$ cat src/rtl/axi_stream_strip_header.sv
// axi_stream_strip_header
// Removes a per-packet header of n bytes (0..DATA_BYTE_WD) from the front of
// an AXI-Stream packet. The stripped bytes are reported right-aligned on
// header_out/header_keep with a one-cycle header_valid pulse. The remaining
// payload is realigned so that it starts at byte 0 of the first output beat.
//
// Ports
//   clk, rst_n        clock (rising edge), asynchronous active-low reset
//   valid_strip       strip command valid; byte_strip_cnt = header length n
//   ready_strip       command accepted while the block is idle
//   valid_in/ready_in input beat handshake; data_in, keep_in (MSB-aligned), last_in
//   valid_out/ready_out output beat handshake; data_out, keep_out, last_out
//   header_out        stripped header bytes, right-aligned, first byte most significant
//   header_keep       right-aligned byte enables for header_out
//   header_valid      one-cycle pulse when header_out/header_keep are updated
//
// Byte 0 of a beat sits in the most significant byte of data_in/data_out.
module axi_stream_strip_header #(
   parameter int DATA_WD      = 32,
   parameter int DATA_BYTE_WD = DATA_WD / 8,
   parameter int BYTE_CNT_WD  = $clog2(DATA_BYTE_WD)
) (
   input  logic                     clk,
   input  logic                     rst_n,
   input  logic                     valid_in,
   input  logic [DATA_WD-1:0]       data_in,
   input  logic [DATA_BYTE_WD-1:0]  keep_in,
   input  logic                     last_in,
   output logic                     ready_in,
   output logic                     valid_out,
   output logic [DATA_WD-1:0]       data_out,
   output logic [DATA_BYTE_WD-1:0]  keep_out,
   output logic                     last_out,
   input  logic                     ready_out,
   input  logic                     valid_strip,
   input  logic [BYTE_CNT_WD:0]     byte_strip_cnt,
   output logic                     ready_strip,
   output logic [DATA_WD-1:0]       header_out,
   output logic [DATA_BYTE_WD-1:0]  header_keep,
   output logic                     header_valid
);

   localparam int CW = BYTE_CNT_WD + 1;   // holds 0..DATA_BYTE_WD
   localparam int TW = BYTE_CNT_WD + 2;   // holds 0..2*DATA_BYTE_WD

   typedef enum logic [1:0] {IDLE, FIRST, BODY, FLUSH} state_t;

   state_t              state;
   logic [CW-1:0]       n_reg;      // header length of the current packet
   logic [CW-1:0]       r_reg;      // bytes carried in hold between beats
   logic [CW-1:0]       flush_cnt;  // bytes left in hold for the FLUSH beat
   logic [DATA_WD-1:0]  hold;       // carried bytes, left-aligned, zero below

   // MSB-aligned run of cnt ones
   function automatic logic [DATA_BYTE_WD-1:0] keep_msb(input logic [TW-1:0] cnt);
      logic [DATA_BYTE_WD-1:0] res;
      res = '0;
      for (int i = 0; i < DATA_BYTE_WD; i++) begin
         res[DATA_BYTE_WD-1-i] = (TW'(i) < cnt);
      end
      return res;
   endfunction

   // LSB-aligned run of cnt ones
   function automatic logic [DATA_BYTE_WD-1:0] keep_lsb(input logic [TW-1:0] cnt);
      logic [DATA_BYTE_WD-1:0] res;
      res = '0;
      for (int i = 0; i < DATA_BYTE_WD; i++) begin
         res[i] = (TW'(i) < cnt);
      end
      return res;
   endfunction

   function automatic logic [CW-1:0] popcount(input logic [DATA_BYTE_WD-1:0] k);
      logic [CW-1:0] cnt;
      cnt = '0;
      for (int i = 0; i < DATA_BYTE_WD; i++) begin
         cnt = cnt + CW'(k[i]);
      end
      return cnt;
   endfunction

   // Zero the bytes that keep_in marks invalid so realigned beats never
   // carry stale bytes into positions with keep_out=0.
   logic [DATA_WD-1:0] data_masked;
   genvar gi;
   generate
      for (gi = 0; gi < DATA_BYTE_WD; gi++) begin : g_mask
         assign data_masked[DATA_WD-1-8*gi -: 8] =
            keep_in[DATA_BYTE_WD-1-gi] ? data_in[DATA_WD-1-8*gi -: 8] : 8'h00;
      end
   endgenerate

   logic              out_free;
   logic              accept;
   logic [CW-1:0]     k_cnt;
   logic [CW-1:0]     n_clamp;
   logic [CW-1:0]     hdr_cnt;
   logic [CW-1:0]     hdr_shift;
   logic [CW-1:0]     rest_cnt;
   logic [DATA_WD-1:0] hdr_data;
   logic [DATA_WD-1:0] first_rest;
   logic [TW-1:0]     total;
   logic [2*DATA_WD-1:0] comb_data;

   assign out_free    = !valid_out || ready_out;
   assign ready_in    = ((state == FIRST) || (state == BODY)) && out_free;
   assign ready_strip = (state == IDLE);
   assign accept      = valid_in && ready_in;

   assign k_cnt     = popcount(keep_in);
   assign n_clamp   = (byte_strip_cnt > CW'(DATA_BYTE_WD)) ? CW'(DATA_BYTE_WD) : byte_strip_cnt;

   // First beat: header is the first min(n,k) bytes, shifted down to the LSBs.
   assign hdr_cnt    = (n_reg < k_cnt) ? n_reg : k_cnt;
   assign hdr_shift  = CW'(DATA_BYTE_WD) - hdr_cnt;
   assign hdr_data   = data_masked >> {hdr_shift, 3'b000};
   assign first_rest = data_masked << {n_reg, 3'b000};
   assign rest_cnt   = (k_cnt > n_reg) ? (k_cnt - n_reg) : '0;

   // Body beats: hold bytes followed by the new beat, as a double-width word.
   // The upper half is the next output beat, the lower half the new hold.
   assign comb_data = {hold, {DATA_WD{1'b0}}} | ({data_masked, {DATA_WD{1'b0}}} >> {r_reg, 3'b000});
   assign total     = TW'(r_reg) + TW'(k_cnt);

   always_ff @(posedge clk or negedge rst_n) begin
      if (!rst_n) begin
         state        <= IDLE;
         n_reg        <= '0;
         r_reg        <= '0;
         flush_cnt    <= '0;
         hold         <= '0;
         valid_out    <= 1'b0;
         data_out     <= '0;
         keep_out     <= '0;
         last_out     <= 1'b0;
         header_out   <= '0;
         header_keep  <= '0;
         header_valid <= 1'b0;
      end else begin
         header_valid <= 1'b0;
         if (valid_out && ready_out) begin
            valid_out <= 1'b0;
         end

         case (state)
            IDLE: begin
               if (valid_strip) begin
                  n_reg <= n_clamp;
                  r_reg <= CW'(DATA_BYTE_WD) - n_clamp;
                  state <= FIRST;
               end
            end

            FIRST: begin
               if (accept) begin
                  header_out   <= hdr_data;
                  header_keep  <= keep_lsb(TW'(hdr_cnt));
                  header_valid <= 1'b1;
                  if (last_in) begin
                     // Single-beat packet. With k<=n nothing is left and this
                     // becomes the zero-length marker (data 0, keep 0).
                     valid_out <= 1'b1;
                     data_out  <= first_rest;
                     keep_out  <= keep_msb(TW'(rest_cnt));
                     last_out  <= 1'b1;
                     hold      <= '0;
                     state     <= IDLE;
                  end else begin
                     hold  <= first_rest;
                     state <= BODY;
                  end
               end
            end

            BODY: begin
               if (accept) begin
                  valid_out <= 1'b1;
                  data_out  <= comb_data[2*DATA_WD-1:DATA_WD];
                  if (last_in && (total <= TW'(DATA_BYTE_WD))) begin
                     keep_out <= keep_msb(total);
                     last_out <= 1'b1;
                     hold     <= '0;
                     state    <= IDLE;
                  end else begin
                     keep_out <= '1;
                     last_out <= 1'b0;
                     hold     <= comb_data[DATA_WD-1:0];
                     if (last_in) begin
                        flush_cnt <= CW'(total - TW'(DATA_BYTE_WD));
                        state     <= FLUSH;
                     end
                  end
               end
            end

            FLUSH: begin
               if (out_free) begin
                  valid_out <= 1'b1;
                  data_out  <= hold;
                  keep_out  <= keep_msb(TW'(flush_cnt));
                  last_out  <= 1'b1;
                  hold      <= '0;
                  state     <= IDLE;
               end
            end

            default: state <= IDLE;
         endcase
      end
   end

endmodule

$ cat config.mk
export PLATFORM = sky130hd
export DESIGN_NAME = axi_stream_strip_header
export DESIGN_NICKNAME = d
export VERILOG_FILES = /design/src/rtl/axi_stream_strip_header.sv
export SDC_FILE = /design/constraint.sdc
export NUM_CORES = 1
export LEC_CHECK = 0
export BUFFER_PORTS_ARGS = -buffer_cell sky130_fd_sc_hd__buf_4
export CORE_MARGIN = 2
export CORE_UTILIZATION = 35
export CTS_CLUSTER_SIZE = 10
export DETAILED_ROUTE_END_ITERATION = 12
export PLACE_DENSITY = 0.51
export SKIP_CTS_REPAIR_TIMING = 1
export SYNTH_ARGS = -nofsm -noshare
export SYNTH_HDL_FRONTEND = slang
export SYNTH_SLANG_ARGS = --single-unit
$ cat constraint.sdc
create_clock -name clk -period 7.68 [get_ports clk]
set_input_delay 1.152 -clock clk [delete_from_list [all_inputs] [get_ports clk]]
set_output_delay 1.152 -clock clk [all_outputs]
set_load 0.02 [all_outputs]
==> metrics, run 1 <==
HP Class=reg2reg; post-synthesis cell type count=between 60 and 70; Post-synth ARST share=100%; status=complete, no violations; Chip Height=153 µm; maximum vdd drop=0.000244 V; Clock Tree Buf Depth=2; detailed router's first-iteration violation count=between 800 and 900; vias=between 7k and 8k; H-tree depth=4; synthesized area=between 0.007 and 0.008 mm²; Routed WL per cell=22.0 µm; post-route core utilization=43.2%; CP required=8.01 ns; Syn. warnings=0; clock latency on the worst-skew pair=0.42 ns; Peak Freq=roughly 0.18 GHz; FILL cells=approximately 2.2k; Diodes inserted=0; Die ar.=roughly 0.023 mm²; EDFF count, synth=0; Core Rows=54; grt ovf=0; RSZ-0062 raised after global routing=false; Finish-stage setup viols=0; gpl congestion=approximately 0.95; Tcrit/Tclk final=70.6%; vias per inst=5.85; most frequent cells in the layout=132 x buf_4, 120 x nor2_1, 115 x dfrtp_1; Residual DRC=0; register area share after synthesis=~38%; Cell Pwr Density=~470 mW/mm²; post-synthesis area per instance=between 8 and 9 µm²; Final Max Tran Viols=0; Final Hold Fails=0; met1 Track Usage GR=a little over a third; Cells after Synth=910; # IOs=122; Root Buffer=clkbuf_16; Layout area overhead=21.2%; GRT busiest layer=met2; clock transition at the registers of the reported paths=~0.060 ns; largest fanout on the critical path=32; number of CTS-inserted buffers=17; Die X=between 150 and 200 µm; share of cells above drive strength 1=21.1%; ANT nets after route=0; Tightest Pin Transition=1.33 ns; CP Launch Type=primary input; main flop type after synthesis=dfrtp_1; Crit. End Element=register; Port Buf Inserts=approximately 120; DRT Pass-1 Iters=5; Power Total=4.37 mW; Worst Path Arrival=roughly 5.8 ns; commonest non-fill, non-tap cell in the layout=buf_4; met2 Use GR=approximately 35%; routed wire length=28000 µm; top-area cell type share of the netlist area=37.8%; clk sinks=~120; CP Class=in2reg; M3 GR Usage=under 10%; Synthesized Nets=971; Final min period=5.42 ns; initial antenna violation count=0; Reg area=~0.003 mm²; hold_ws=between 0.4 and 0.5 ns; Top Registers=data_out: 32 flops, header_out: 32 flops, hold: 32 flops; core area=0.0218 mm²; area leader, netlist=dfrtp_1; Worst Skew=0.00808 ns; max-cap viol count=0; Setup TNS=0 ns; Finished Cell Area=around 0.0094 mm²; CTS tree=built; largest net degree at the start of global routing=87; GR Util All Layers=between 20% and 30%; layout net count=between 1k and 1.5k; vias in the first global route=7378; Starting Density=35.6%; #FFs+latches synth=between 100 and 150; top cells by area, synth=dfrtp_1 38%, nor2_1 5.9%, nand2_1 5.1%; area occupied by multi-input gates=roughly 0.0044 mm²; relative slew slack=10.6%; post-DP HPWL=between 20000 and 25000 µm; Post-DP Area=between 0.008 and 0.009 mm²; first-pass GRT wire length=between 40000 and 50000 µm; LEAKAGE=4.01 nW
==> worst max-delay path: stages <==
cell and delay, ns:
buf_4 0.27, fa_1 0.47, ha_1 0.22, ha_1 0.33, ha_1 0.30, nor2b_1 0.21, nor3_2 0.09, nor3_4 0.30
mux2i_4 0.27, buf_4 0.40, ha_1 0.24, nor3_1 0.05, nand3b_2 0.44, nor2_2 0.43, nand2_2 0.29, o221ai_1 0.28
==> stage by stage <==
stage,setup WS (ns),instances
2_1_floorplan,2.58,910
3_3_place_gp,1.94,1243
3_5_place_dp,1.81,1243
4_1_cts,2.23,1274
5_1_grt,1.86,1274
6_report,2.26,1274
==> kinds of logic after synthesis <==
family | share of synthesized area, %
AND/OR/NAND/NOR | 18.4
AO/OA/AOI/OAI | 27.2
flip-flops | 37.8
buffers and inverters | 4.97
multiplexers | 7.98
adder cells (fa/ha/maj) | 2.88
XOR/XNOR | 0.711
==> path summary, 6_finish.rpt <==
check                                            from                          to  slack, ns  cells after the start
max                                        keep_in[3]  header_out[15]$_DFFE_PN0P_       2.26                     16
min                        header_keep[3]$_DFFE_PN0P_  header_keep[3]$_DFFE_PN0P_       0.48                      2
max reg2reg                      n_reg[0]$_DFFE_PN0P_  header_out[15]$_DFFE_PN0P_       3.50                     12
min reg2reg                header_keep[3]$_DFFE_PN0P_  header_keep[3]$_DFFE_PN0P_       0.48                      2
max in group asynchronous                       rst_n        hold[13]$_DFFE_PN0P_       5.63                      2
min in group asynchronous                       rst_n  header_keep[3]$_DFFE_PN0P_       0.86                      1
==> layer usage <==
metal,vias up,part of all wire (%)
met3,34,8.5
met4,0,2.7
li1,3481,-
met1,3613,46
met2,325,43
met5,-,0
==> report_power, final <==
| part | internal, mW | switching, mW | leakage (nW) |
|---|---|---|---|
| Clock | 0.565 | 0.295 | 0.302 |
| Sequential | 0.899 | 0.189 | 1.48 |
| Combinational | 0.923 | 1.49 | 2.22 |
| Total | 2.39 | 1.98 | 4.01 |
==> area by class of cell <==
| cell class | count | area share (%) |
|---|---|---|
| sequential | 117 | 31.2 |
| timing repair buffer | 132 | 10.6 |
| multi-input combinational | 700 | 47.3 |
| tap | 280 | 3.73 |
| clock buffer | 22 | 5.05 |
| inverter | 14 | 0.560 |
| clock inverter | 9 | 1.60 |
==> Yosys cell counts, drive strengths merged, types with 3 or more instances <==
cell type and n:
clkbuf 52, and3 8, o221a 7, nor3 13, fa 3, mux2 12
nand2b 11, mux4 8, dfrtp 117, a222oi 7, o21a 11, a22oi 3
o221ai 23, nand3 17, buf 27, nor2 124, a32oi 7, ha 13
nor2b 9, a22o 26, and2 20, or2 3, a31oi 17, o21ai 80
mux2i 29, a21oi 78, a311oi 8, o22ai 8, o22a 8, inv 14
o211ai 3, o2bb2ai 7, nand2 108, a221oi 10
Power figures use the tool's default switching activity.
==> run 2: changes to the inputs <==
PLACE_DENSITY = 0.53   (was 0.51)
clock period = 4.6 ns   (was 7.68 ns; I/O delays follow)
==> run 2 against run 1 <==
Net effect:
- count of clock-buffer cells in the layout up 3
- first-iteration DRC count up 9.1%
- register-to-register slack worse by 2.3 ns
- core utilization down 0.098 points
- cell area down 0.23%
- clock power up 48%
- non-clock buffer count up 6
- routed wire length down 2.0%
==> metrics, run 2 (synthesized netlist as in run 1, its figures left out) <==
status=complete, no violations; vias in the first global route=7066 (-4.2%); clock transition at the registers of the reported paths=0.05 ns (about the same); Tcrit/Tclk final=89.5%; clock latency on the worst-skew pair=0.43 ns (about the same); R2R Path End=header_out[8]$_DFFE_PN0P_; Port Buf Inserts=121 (unchanged); Reg area=0.00293 mm² (unchanged); CP required=4.93 ns (-3.08 ns); Register-to-Register Path Depth=10 (-2); max-cap viol count=0 (unchanged); GR Util All Layers=23.6% (-0.71 points); Setup TNS=0 ns (unchanged); hold_ws=0.329 ns (-0.147 ns); critical path's slowest cell=fa_1; maximum vdd drop=0.000364 V (+49%); Final Max Tran Viols=0 (unchanged); CP Launch Point=keep_in[0]; largest net degree at the start of global routing=118 (+36%); HP Class=in2async; Final Hold Fails=0 (unchanged); share of cells above drive strength 1=21.3% (+0.19 points); # IOs=122 (unchanged); Residual DRC=0 (unchanged); Clock Tree Buf Depth=2 (unchanged); Tightest Pin Transition=1.19 ns (-0.139 ns); routed wire length=27500 µm (-2.0%); Die X=153 µm (unchanged); area occupied by multi-input gates=0.00444 mm² (unchanged); dpl cells=1249 (+0.48%); Chip Height=153 µm (unchanged); RSZ-0062 raised after global routing=false; Final min period=roughly 4.1 ns; Cell Pwr Density=762 mW/mm² (+64%); Post-DP Area=0.00882 mm² (+0.66%); Worst Skew=0.00815 ns (+0.0000667 ns); crit-path most repeated cell=ha_1; Starting Density=35.6% (unchanged); vias per inst=5.87 (+0.26%); initial antenna violation count=0 (unchanged); R2R Path Start=n_reg[0]$_DFFE_PN0P_; Worst Path Arrival=4.45 ns (-1.30 ns); Root Buffer=clkbuf_16; fin cells=1279 (+0.39%); H-tree depth=4 (unchanged); max incr delay on CP=0.48 ns (about the same); Crit. End Element=register; Finish-stage setup viols=0 (unchanged); largest fanout on the critical path=18 (-44%); clk sinks=117 (unchanged); CP Launch Type=primary input; vias=7502 (+0.66%); critical path cell sequence=buf_4, fa_1, ha_1, ha_1, ha_1, nor2b_1, nor3_2, nor3_4, mux2i_1, ha_1, buf_4, nor2_2, nand2_2, o221ai_1; FILL cells=2254 (+1.7%); Finished Cell Area=0.00937 mm² (-0.23%); ANT nets after route=0 (unchanged); most frequent cells in the layout=137 x buf_4, 120 x nor2_1, 115 x dfrtp_1; core area=0.0218 mm² (unchanged); LEAKAGE=4.01 nW (+0.11%); post-DP HPWL=19500 µm (-3.6%); number of CTS-inserted buffers=17 (unchanged); Layout area overhead=20.9%; first-pass GRT wire length=42900 µm (-2.4%); commonest non-fill, non-tap cell in the layout=buf_4; Routed WL per cell=21.5 µm (-2.4%); CTS tree=built; Diodes inserted=0 (unchanged); relative slew slack=20.0% (+9.4 points); detailed router's first-iteration violation count=887 (+9.1%); gpl congestion=0.936 (-1.1%); layout net count=1049 (+0.58%); Core Rows=54 (unchanged); R2R Setup Slk=1.19 ns (-2.31 ns); Top Registers=data_out: 32 flops, header_out: 32 flops, hold: 32 flops; Die ar.=0.0233 mm² (unchanged); DRT Pass-1 Iters=6 (+1); CP Class=in2reg; Peak Freq=0.243 GHz; grt ovf=0 (unchanged)
-- run 2: where the power goes --
group	switching, mW	total, mW	leakage [nW]	internal, mW
Sequential	0.297	1.80	1.48	1.50
Clock	0.483	1.27	0.273	0.790
Combinational	2.50	4.06	2.26	1.56
Total	3.28	7.13	4.01	3.86
-- run 2: stage by stage --
step	utilization (%)	total power, mW	worst slack [ns]
6_report	43.1	7.13	0.485
5_1_grt	43.1	7.63	0.210
4_1_cts	43.1	7.17	0.451
3_5_place_dp	40.5	5.86	0.0427
3_3_place_gp	40.5	5.85	0.152
2_1_floorplan	-	4.59	0.0569
-- run 2: per-layer routing --
metal / vias up / global-route usage (%) / wire length (µm)
li1: 3499 / - / -
met1: 3662 / 36.0 / 13000
met2: 313 / 33.7 / 11800
met3: 28 / 4.52 / 2240
met4: 0 / 6.92 / 491
met5: - / 0 / 0
-- run 2: area by class of cell --
class	instances	share of cell area [%]
clock buffer	25	5.29
inverter	14	0.561
sequential	117	31.3
timing repair buffer	138	11.2
multi-input combinational	700	47.4
tap	280	3.74
clock inverter	5	0.534
-- run 2: how the worst max path moves through the flow --
| stage | to | slack, ns | cells past startpoint |
|---|---|---|---|
| final | header_out[8]$_DFFE_PN0P_ | 0.48 | 14 |
| after global routing | header_out[14]$_DFFE_PN0P_ | 0.21 | 14 |
| after CTS | header_out[8]$_DFFE_PN0P_ | 0.45 | 14 |
| after detailed placement | header_out[8]$_DFFE_PN0P_ | 0.04 | 14 |
| after global placement | header_out[13]$_DFFE_PN0P_ | 0.15 | 14 |
| after floorplan | header_out[4]$_DFFE_PN0P_ | 0.06 | 14 |
-- run 2: critical path, delay by kind of cell --
kind / cells / cell delay (ns)
and+or+nand+nor: 5 / 0.93
adders and majority gates: 5 / 1.74
muxes: 1 / 0.33
AOI/OAI and AO/OA: 1 / 0.27
buffers and inverters: 2 / 0.47
==> run 3: changes to the inputs <==
RECOVER_POWER = 25   (was default)
==> run 3 against run 2 <==
Net effect:
- the run now ends with max-capacitance violations, max-slew violations left
- cell area shrank 0.16%
- sequential power hardly changed
- fmax increased by 0.11%
- flip-flop and latch count is the same
- critical path depth stayed put
- clock power is essentially flat
- clock skew rose by 0.0051 ns
- final cell count unchanged
- combinational power about the same
- largest power group unchanged
==> metrics, run 3 (synthesized netlist as in run 1, its figures left out) <==
status=finished, violations left; violated checks=max-capacitance violations, max-slew violations; hold path endpoint=header_keep[1]$_DFFE_PN0P_; R2R Setup Slk=1.20 ns (about the same); DR top layer=met4; Reg area=0.00293 mm² (unchanged); Clock Tree Buf Depth=2 (unchanged); post-DP HPWL=19500 µm (unchanged); critical path cell sequence=buf_4, fa_1, ha_1, ha_1, ha_1, nor2b_1, nor3_2, nor3_4, mux2i_1, ha_1, buf_4, nor2_2, nand2_2, o221ai_1; most frequent cells in the layout=136 x buf_4, 120 x nor2_1, 115 x dfrtp_1; clock latency on the worst-skew pair=0.43 ns (about the same); Residual DRC=0 (unchanged); Worst Skew=0.0133 ns (+0.00513 ns); Routed WL per cell=21.5 µm (+0.19%); Met1 Routed Length=12900 µm (-0.29%); Final Max Tran Viols=118 (+118); grt ovf=0 (unchanged); Root Buffer=clkbuf_16; clk sinks=117 (unchanged); Top Registers=data_out: 32 flops, header_out: 32 flops, hold: 32 flops; Core Rows=54 (unchanged); DRT Pass-1 Iters=8 (+2); Cell Pwr Density=762 mW/mm² (about the same); Power Total=7.13 mW (about the same); LEAKAGE=4.00 nW (-0.14%); gpl congestion=0.936 (unchanged); Chip Height=153 µm (unchanged); Die X=153 µm (unchanged); Diodes inserted=0 (unchanged); largest net degree at the start of global routing=118 (unchanged); Setup TNS=0 ns (unchanged); CTS tree=built; CP Launch Type=primary input; number of CTS-inserted buffers=17 (unchanged); vias=7532 (+0.40%); initial antenna violation count=0 (unchanged); relative slew slack=-99.4% (-120 points); RSZ-0062 raised after global routing=false; ANT nets after route=0 (unchanged); R2R Path Start=n_reg[0]$_DFFE_PN0P_; share of cells above drive strength 1=21.3% (unchanged); area occupied by multi-input gates=0.00444 mm² (unchanged); CP Class=in2reg; HP Class=reg2reg; Tightest Pin Transition=2.99 ns (+1.80 ns); CP required=4.93 ns (about the same); Hold Path Cell Cnt=2; vias per inst=5.89 (+0.40%); R2R Path End=header_out[8]$_DFFE_PN0P_; Layout area overhead=20.7%; Final min period=4.11 ns (-0.00433 ns); Peak Freq=0.243 GHz (+0.11%); core area=0.0218 mm² (unchanged); routed wire length=27500 µm (+0.19%); commonest non-fill, non-tap cell in the layout=buf_4; max incr delay on CP=0.48 ns (about the same); Register-to-Register Path Depth=10 (unchanged); met3 wire len=2250 µm (+0.40%); max-cap viol count=1 (+1); Final Hold Fails=0 (unchanged); FILL cells=2256 (+0.089%); Worst Path Arrival=4.44 ns (about the same); Tcrit/Tclk final=89.4% (-0.094 points); layout net count=1049 (unchanged); Starting Density=35.6% (unchanged); # IOs=122 (unchanged); detailed router's first-iteration violation count=920 (+3.7%); Port Buf Inserts=121 (unchanged); vias in the first global route=7066 (unchanged); clock transition at the registers of the reported paths=0.05 ns (about the same); first-pass GRT wire length=42900 µm (unchanged); crit-path most repeated cell=ha_1; worst hold start=header_keep[1]$_DFFE_PN0P_; met2 wire length=11900 µm (+0.76%); GR Util All Layers=23.6% (unchanged); largest fanout on the critical path=18 (unchanged); Finish-stage setup viols=0 (unchanged); H-tree depth=4 (unchanged); Die ar.=0.0233 mm² (unchanged); critical path's slowest cell=fa_1; Crit. End Element=register; maximum vdd drop=0.000359 V (-1.3%)
==> run 3: cell types whose count changed in the layout (fill, tap and decap cells not counted), sizes merged <==
cell,change
buf,-2
clkbuf,+2
==> run 3: critical path, delay by kind of cell <==
kind            cells  cell delay [ns]
compound gates      1             0.27
fa+ha+maj           5             1.74
buf+inv             2             0.46
mux                 1             0.34
simple gates        5             0.93
==> run 3: cell type report <==
class,instances,share of cell area [%]
Clock buffer,25,5.30
Tap cell,280,3.75
Inverter,14,0.562
Multi-Input combinational cell,700,47.4
Clock inverter,5,0.535
Timing Repair Buffer,138,11.1
Sequential cell,117,31.4
==> run 3: how the worst max path moves through the flow <==
stage | startpoint | end | slack, ns | cells past startpoint
final | keep_in[0] | header_out[8]$_DFFE_PN0P_ | 0.49 | 14
after global routing | keep_in[0] | header_out[14]$_DFFE_PN0P_ | 0.21 | 14
after CTS | keep_in[0] | header_out[8]$_DFFE_PN0P_ | 0.45 | 14
after detailed placement | keep_in[0] | header_out[8]$_DFFE_PN0P_ | 0.04 | 14
after global placement | keep_in[0] | header_out[13]$_DFFE_PN0P_ | 0.15 | 14
after floorplan | keep_in[0] | header_out[4]$_DFFE_PN0P_ | 0.06 | 14
==> run 3: metrics by stage <==
| stage | hold WS, ns | worst slack [ns] | cells | util (%) | cell area, µm² |
|---|---|---|---|---|---|
| after floorplan | 0.394 | 0.0569 | 910 | - | 7750 |
| after global placement | 0.467 | 0.152 | 1249 | 40.5 | 8820 |
| after detailed placement | 0.472 | 0.0427 | 1249 | 40.5 | 8820 |
| after CTS | 0.401 | 0.451 | 1279 | 43.1 | 9370 |
| after global routing | 0.498 | 0.210 | 1279 | 43.0 | 9350 |
| final | 0.482 | 0.489 | 1279 | 43.0 | 9350 |
==> run 3: where the power goes <==
part	internal, mW	total [mW]	switching, mW
registers	1.50	1.80	0.296
logic	1.56	4.06	2.50
clock network	0.790	1.27	0.483
==> run 3: metal layers <==
metal  GRT usage (%)  up-vias
met5               0        -
met4            6.92        0
met3            4.52       29
met2            33.7      334
met1            36.0     3681
li1                -     3488
